### config.mk
export PLATFORM = sky130hd
export DESIGN_NAME = cpu_boot_ctrl
export DESIGN_NICKNAME = d
export VERILOG_FILES = /design/src/rtl/cpu_boot_ctrl.sv
export SDC_FILE = /design/constraint.sdc
export NUM_CORES = 1
export LEC_CHECK = 0
export ABC_AREA = 1
export BUFFER_PORTS_ARGS = -buffer_cell sky130_fd_sc_hd__buf_4
export CORE_MARGIN = 1.5
export CORE_UTILIZATION = 54
export CTS_CLUSTER_DIAMETER = 80
export DETAILED_ROUTE_END_ITERATION = 16
export GPL_ROUTABILITY_DRIVEN = 0
export MAX_ROUTING_LAYER = met4
export PLACE_DENSITY = 0.94
export SYNTH_ARGS = -nofsm -noshare
export SYNTH_HDL_FRONTEND = slang
export SYNTH_SLANG_ARGS = --single-unit
### constraint.sdc
create_clock -name clk -period 5.7 [get_ports clk]
set_clock_uncertainty 0.2 [all_clocks]
set_input_delay 0.57 -clock clk [delete_from_list [all_inputs] [get_ports clk]]
set_output_delay 0.57 -clock clk [all_outputs]
set_load 0.02 [all_outputs]
### src/rtl/cpu_boot_ctrl.sv
// Boot and self-check controller: streams a program into imem while holding the core
// in reset, then runs the core and compares a watched register against an expected value.
`timescale 1ns/1ps

module cpu_boot_ctrl #(
    parameter int XLEN       = 32,
    parameter int DEPTH      = 64,
    parameter int ADDR_W     = $clog2(DEPTH),
    parameter int MAX_CYCLES = 1024,
    parameter int CYC_W      = 16
) (
    input  logic              clk,
    input  logic              reset,
    input  logic              ld_valid,
    input  logic [XLEN-1:0]   ld_data,
    input  logic              ld_last,
    output logic              ld_ready,
    input  logic [XLEN-1:0]   exp_data,
    input  logic [XLEN-1:0]   watch_data,
    input  logic              restart,
    output logic              imem_we,
    output logic [ADDR_W-1:0] imem_waddr,
    output logic [XLEN-1:0]   imem_wdata,
    output logic              core_reset,
    output logic              done,
    output logic              pass,
    output logic              timeout,
    output logic              overflow,
    output logic [CYC_W-1:0]  cycles,
    output logic [ADDR_W:0]   words
);

    typedef enum logic [1:0] {
        LOAD,
        FLUSH,
        RUN,
        DONE
    } state_t;

    localparam logic [ADDR_W:0]  LAST_IDX  = (ADDR_W+1)'(DEPTH - 1);
    localparam logic [CYC_W-1:0] CYC_LIMIT = CYC_W'(MAX_CYCLES - 1);

    state_t              r_state;
    logic                r_ldReady;
    logic                r_imemWe;
    logic [ADDR_W-1:0]   r_imemWaddr;
    logic [XLEN-1:0]     r_imemWdata;
    logic                r_coreReset;
    logic                r_done;
    logic                r_pass;
    logic                r_timeout;
    logic                r_overflow;
    logic [CYC_W-1:0]    r_cycles;
    logic [ADDR_W:0]     r_words;
    logic [XLEN-1:0]     r_expQ;

    logic w_handshake;
    logic w_finalWord;
    logic w_match;
    logic w_cycLimit;

    // The final word is either flagged by the source or the one that fills imem.
    assign w_handshake = ld_valid & r_ldReady & (r_state == LOAD);
    assign w_finalWord = ld_last | (r_words == LAST_IDX);
    assign w_match     = (watch_data == r_expQ);
    assign w_cycLimit  = (r_cycles == CYC_LIMIT);

    always_ff @(posedge clk or posedge reset) begin
        if (reset) begin
            r_state     <= LOAD;
            r_ldReady   <= 1'b0;
            r_imemWe    <= 1'b0;
            r_imemWaddr <= '0;
            r_imemWdata <= '0;
            r_coreReset <= 1'b1;
            r_done      <= 1'b0;
            r_pass      <= 1'b0;
            r_timeout   <= 1'b0;
            r_overflow  <= 1'b0;
            r_cycles    <= '0;
            r_words     <= '0;
            r_expQ      <= '0;
        end else begin
            case (r_state)
                LOAD: begin
                    r_imemWe  <= w_handshake;
                    r_ldReady <= ~(w_handshake & w_finalWord);
                    if (w_handshake) begin
                        r_imemWaddr <= r_words[ADDR_W-1:0];
                        r_imemWdata <= ld_data;
                        r_words     <= r_words + (ADDR_W+1)'(1);
                        if (w_finalWord) begin
                            r_expQ     <= exp_data;
                            r_overflow <= ~ld_last;
                            r_state    <= FLUSH;
                        end
                    end
                end
                FLUSH: begin
                    r_imemWe    <= 1'b0;
                    r_coreReset <= 1'b0;
                    r_state     <= RUN;
                end
                // A match on the final budget cycle still counts as a pass.
                RUN: begin
                    r_cycles <= r_cycles + CYC_W'(1);
                    if (w_match) begin
                        r_pass      <= ~r_overflow;
                        r_done      <= 1'b1;
                        r_coreReset <= 1'b1;
                        r_state     <= DONE;
                    end else if (w_cycLimit) begin
                        r_timeout   <= 1'b1;
                        r_done      <= 1'b1;
                        r_coreReset <= 1'b1;
                        r_state     <= DONE;
                    end
                end
                DONE: begin
                    if (restart) begin
                        r_words    <= '0;
                        r_cycles   <= '0;
                        r_done     <= 1'b0;
                        r_pass     <= 1'b0;
                        r_timeout  <= 1'b0;
                        r_overflow <= 1'b0;
                        r_ldReady  <= 1'b1;
                        r_state    <= LOAD;
                    end
                end
                default: r_state <= LOAD;
            endcase
        end
    end

    assign ld_ready   = r_ldReady;
    assign imem_we    = r_imemWe;
    assign imem_waddr = r_imemWaddr;
    assign imem_wdata = r_imemWdata;
    assign core_reset = r_coreReset;
    assign done       = r_done;
    assign pass       = r_pass;
    assign timeout    = r_timeout;
    assign overflow   = r_overflow;
    assign cycles     = r_cycles;
    assign words      = r_words;

endmodule

# --- Word level (Yosys, flattened, before mapping) ---
# Cells that the tools add are included.
word_totals:
  output_inout_bits: 68
  register_bits: 102
  elab_cells: 77
  inputBits: 101
classes:
  eq_ne: 13
  n_bitwise: 7
  addsub: 2
  n_mux: 26
  n_reduce_logical: 16
ops:
  columns: ["op", "count"]
  rows:
  - ["$eq 32x32->1", 1]
  - ["$pmux 16 s2", 1]
  - ["$add 16x1->16 const B", 1]
  - ["$eq 16x10->1 const B", 1]
  - ["$mux 16", 1]
  - ["$mux 7", 2]
  - ["$pmux 1 s2", 7]
  - ["$pmux 7 s2", 1]
  - ["$ne 2x2->1 const B", 6]
  - ["$reduce_and 3->1", 4]
  - ["$reduce_and 4->1", 3]
  - ["$mux 2", 5]
  - ["$mux 1", 8]
  - ["$pmux 2 s4", 1]
  - ["$reduce_and 2->1", 4]
  - ["$reduce_bool 2->1", 4]
  - ["$add 7x1->7 const B", 1]
  - ["$eq 7x6->1 const B", 1]
  - ["$eq 2x2->1 const B", 2]
  - ["$and 1x1->1", 3]
  - ["$ne 3x3->1 const B", 1]
  - ["$not 1->1", 3]
  - ["$eq 2x1->1 const B", 1]
  - ["$logic_not 2->1", 1]
  - ["$or 1x1->1", 1]

# --- Logic depth before layout (Yosys ltp) ---
depth:
  depth_word: 5
  mapped_depth: 12
  ltp_nobuf: 12

# --- Worst setup path after synthesis ---
# OpenSTA, ideal clock, no wires.
synth_timing:
  kind: "reg2reg"
  startpoint: "register r_state[0]"
  endpoint: "register r_ldReady (netlist: ld_ready)"
  arrival_time_ns: 1.591
  path_stages_with_launch: 11
  t_required_ns: 5.381
  setup_time_ns: 0.119
  synth_period_minus_slack_ns: 1.910
  setup_slack_ns: 3.790
  path_buffers: 3
  path_cell_list: "dfrtp_1 > inv_1 > ha_1 > inv_1 > nor2_1 > buf_2 > nand2_1 > buf_2 > buf_2 > o22ai_1 > inv_1"
synth_between:
  elab_chain_len: 5
  word_cells_on_any_way: 9
  cone_classes: "2 x eq/ne; 1 x mux; 3 x bitwise; 3 x reduce/logical"
synth_lines:
  columns: ["item", "line", "source"]
  rows:
  - ["start: declaration", "43", "state_t r_state;"]
  - ["start signal: assignment", "70", "r_state <= LOAD;"]
  - ["start signal: assignment", "95", "r_state <= FLUSH;"]
  - ["start signal: assignment", "102", "r_state <= RUN;"]
  - ["$logic_not 2->1", "63, 84", null]
  - ["$and 1x1->1", "63", "assign w_handshake = ld_valid & r_ldReady & (r_state == LOAD);"]
  - ["$and 1x1->1", "87", "r_ldReady <= ~(w_handshake & w_finalWord);"]
  - ["$not 1->1", "87", null]
  - ["$pmux 1 s2", "84", "case (r_state)"]
  - ["end signal: assignment", "87", null]
  - ["end: declaration", "44", "logic r_ldReady;"]
# Parallel ways exist; a longest one is shown, timed or not.
# A chain may end at the register's enable or synchronous reset.

# --- Final worst setup path ---
layout_timing:
  startpoint: "register r_state[0]"
  endpoint: "register r_imemWaddr[0] (netlist: imem_waddr[0])"
layout_between:
  elab_chain_len: 3
layout_lines:
  columns: ["item", "line", "source"]
  rows:
  - ["$logic_not 2->1 *", "63, 84", null]
  - ["$and 1x1->1", "63", null]
  - ["$reduce_and 2->1 (no source line) *", null, null]
  - ["end signal: assignment", "89", "r_imemWaddr <= r_words[ADDR_W-1:0];"]
  - ["end: declaration", "46", "logic [ADDR_W-1:0] r_imemWaddr;"]
# Every way passes the cells marked *; elsewhere a longest branch is shown, timed or not.

==> qor.yml <==
die_y_um: 96.9
crit_arrival_ns: 3.04
die_area_sq_um: 9400
numClockSinks: 102
max_freq_mhz: 334
routed_via_density: 5.01
cts-buffers-inserted: 9
synth_seq_area_share_pct: 53.6
antenna_cells: 0
endpoint_kind: "register"
synth_cell_types: 33
report.final.hold_viol_count: 0
ys_ff_latch: 102
h-tree-depth: 3
drive_gt1_share_pct: 31.9
regToRegEndpoint: "imem_waddr[0]"
p_leak_nw: 3.31
grt_pass1_wl_um: 18600
cts_root_buffer: "clkbuf_8"
peakVddDrop_mv: 0.286
yosys_warnings: 0
antenna_found_initial: 0
fp.dieW_um: 96.9
final_nets: 813
drt-initial-drc-count: 140
wirelength_um: 11000
detail_route.wl_per_cell_um: 13.4
hpwl_um: 8460
rsz0062_at_grt: "no"
rr_worst_depth: 7
fin_crit_sh_pct: 52.6
syn_nets: 642
startpoint: "r_state[0]"
p_per_area_nw_per_um2: 480
portBuffers: 168
r2r_slack_ns: 2.70
syn_to_final_growth_pct: 32.9
grt.total_usage_pct: 24.7
clk_pin_slew_ns: 0.10
syn_inst: 535
path_class: "register to register"
syn_area_per_cell_sq_um: 8.91
vias: 4104
endpoint: "imem_waddr[0]"
period_needed_ns: 3.00
status: "finished, final reports clean"
detail-route-antenna-nets: 0
finalSetupTns_ns: 0
fp-row-count: 34
required_ns: 5.74
grt_max_degree: 74
grt_pass1_vias: 4148
io_pins: 169
slew_viol_final: 0
min_path_type: "input port to register"
final-setup-viol-count: 0
clock_path_buffers: 2
place_area_sq_um: 6140
gr-total-overflow: 0
critPathMaxFanout: 44
slew-limit-headroom_pct: 28.1
max_cap_viol_count: 0
cts_tree: "yes"
postLayoutCellArea_sq_um: 6330
post_cts_buffers: 0
coreArea_sq_um: 8640
netlist_area_sq_um: 4770
clk_latency_ns: 0.36
holdPathStages: 3
drc_errors: 0
tightest_slew_ns: 1.07
critPathLaunchType: "register"
start_util_pct: 55.2
ctsResizeCount: 0
r2r_start: "r_state[0]"
dr.pass1.iters: 5
[per-layer routing]
metal,wire length [um],part of all wire [%],GRT usage (%)
met5,0,0,-
met3,453,4.1,3.61
met4,239,2.2,9.48
met1,4570,42,29.6
met2,5730,52,42.4
[registers in the layout, summed over array words and instances (netlist names)]
signal / flops
cycles: 16
imem_wdata: 32
imem_we: 1
ld_ready: 1
pass: 1
words: 7
overflow: 1
core_reset: 1
done: 1
r_state: 2
r_expQ: 32
timeout: 1
imem_waddr: 6
[cells in the final DEF (no fill, tap or decap), types with 2 or more instances in the layout]
master / synthesis / layout
nand2_1: 185 / 185
buf_4: 0 / 171
dfrtp_1: 101 / 101
inv_1: 49 / 48
nor2_1: 36 / 35
xnor2_1: 26 / 26
mux2_2: 26 / 26
o21ai_0: 20 / 20
a21oi_1: 18 / 18
nand3_1: 15 / 15
nor3_1: 10 / 10
clkbuf_8: 0 / 10
ha_1: 6 / 6
xor2_1: 5 / 5
nor2_2: 2 / 3
nor4_1: 2 / 2
nand3b_1: 2 / 2
clkinv_1: 2 / 2
nor2_4: 2 / 2
o22ai_1: 2 / 2
nand2_2: 2 / 2
nand4_1: 2 / 2
clkinvlp_4: 0 / 2
clkinv_4: 0 / 2
[final cells by class]
class	count	area (sq um)
Multi-Input combinational cell	369	1970
Clock inverter	6	46.3
Timing Repair Buffer	172	1290
Sequential cell	102	2550
Fill cell	652	2300
Clock buffer	10	138
Tap cell	108	135
Inverter	52	198
[synth_stat cells, drive strengths merged]
master / count / share of area (%)
a211oi: 1 / 0.16
a21oi: 18 / 1.9
a22o: 1 / 0.18
a31oi: 1 / 0.13
buf: 7 / 0.68
clkbuf: 5 / 0.39
clkinv: 2 / 0.16
dfrtp: 101 / 53
dfstp: 1 / 0.55
ha: 6 / 1.6
inv: 50 / 3.9
mux2: 26 / 6.1
nand2: 188 / 15
nand3: 16 / 1.9
nand3b: 2 / 0.31
nand4: 3 / 0.52
nor2: 40 / 3.6
nor3: 11 / 1.3
nor3b: 1 / 0.16
nor4: 2 / 0.26
o21ai: 20 / 2.1
o22ai: 2 / 0.26
xnor2: 26 / 4.8
xor2: 5 / 0.92
[how the worst min path moves through the flow]
stage,from,to,slack (ns)
after detailed placement,imem_wdata[1],imem_wdata[1],0.26
after CTS,ld_data[8],imem_wdata[8],0.19
after floorplan,r_state[1],r_state[1],0.29
final,ld_data[8],imem_wdata[8],0.20
after global routing,ld_data[8],imem_wdata[8],0.20
after global placement,imem_wdata[24],imem_wdata[24],0.26
[cells by family (layout without fill, tap and decap cells)]
logic type	after synthesis	count (layout)	share of synthesized area (%)
simple gates	263	263	23.1
flops	102	102	53.6
buf+inv	64	240	5.17
compound gates	43	43	4.73
xor+xnor	31	31	5.70
fa+ha+maj	6	6	1.58
mux	26	26	6.14
[repair_timing]
item | CTS | global route
hold buffers | 1 | 0
hold endpoints to repair | 23 | 0
endpoints found under the setup margin | 0 | 0
[per-stage QoR]
stage          utilization, %  hold slack, ns  setup WS [ns]  cells  power, mW
3_5_place_dp             71.1           0.260           2.72    802       2.64
2_1_floorplan               -           0.291           2.26    535       2.11
3_3_place_gp             71.1           0.255           2.83    802       2.56
4_1_cts                  73.3           0.188           2.69    819       3.06
6_report                 73.3           0.204           2.70    819       3.04
5_1_grt                  73.3           0.199           2.35    819       3.26
[report_power, final]
group | internal [mW] | switching, mW
Sequential | 1.03 | 0.209
Combinational | 0.606 | 0.775
Clock | 0.173 | 0.249
[worst max-delay path, stage by stage, from the launching register on]
cell and delay [ns]:
dfrtp_1 0.42, inv_1 0.10, ha_1 0.21, inv_1 0.10
nor2_2 0.11, buf_4 0.34, clkinv_1 0.94, o21ai_0 0.45
Note: power is estimated with default switching activity, not from simulation.
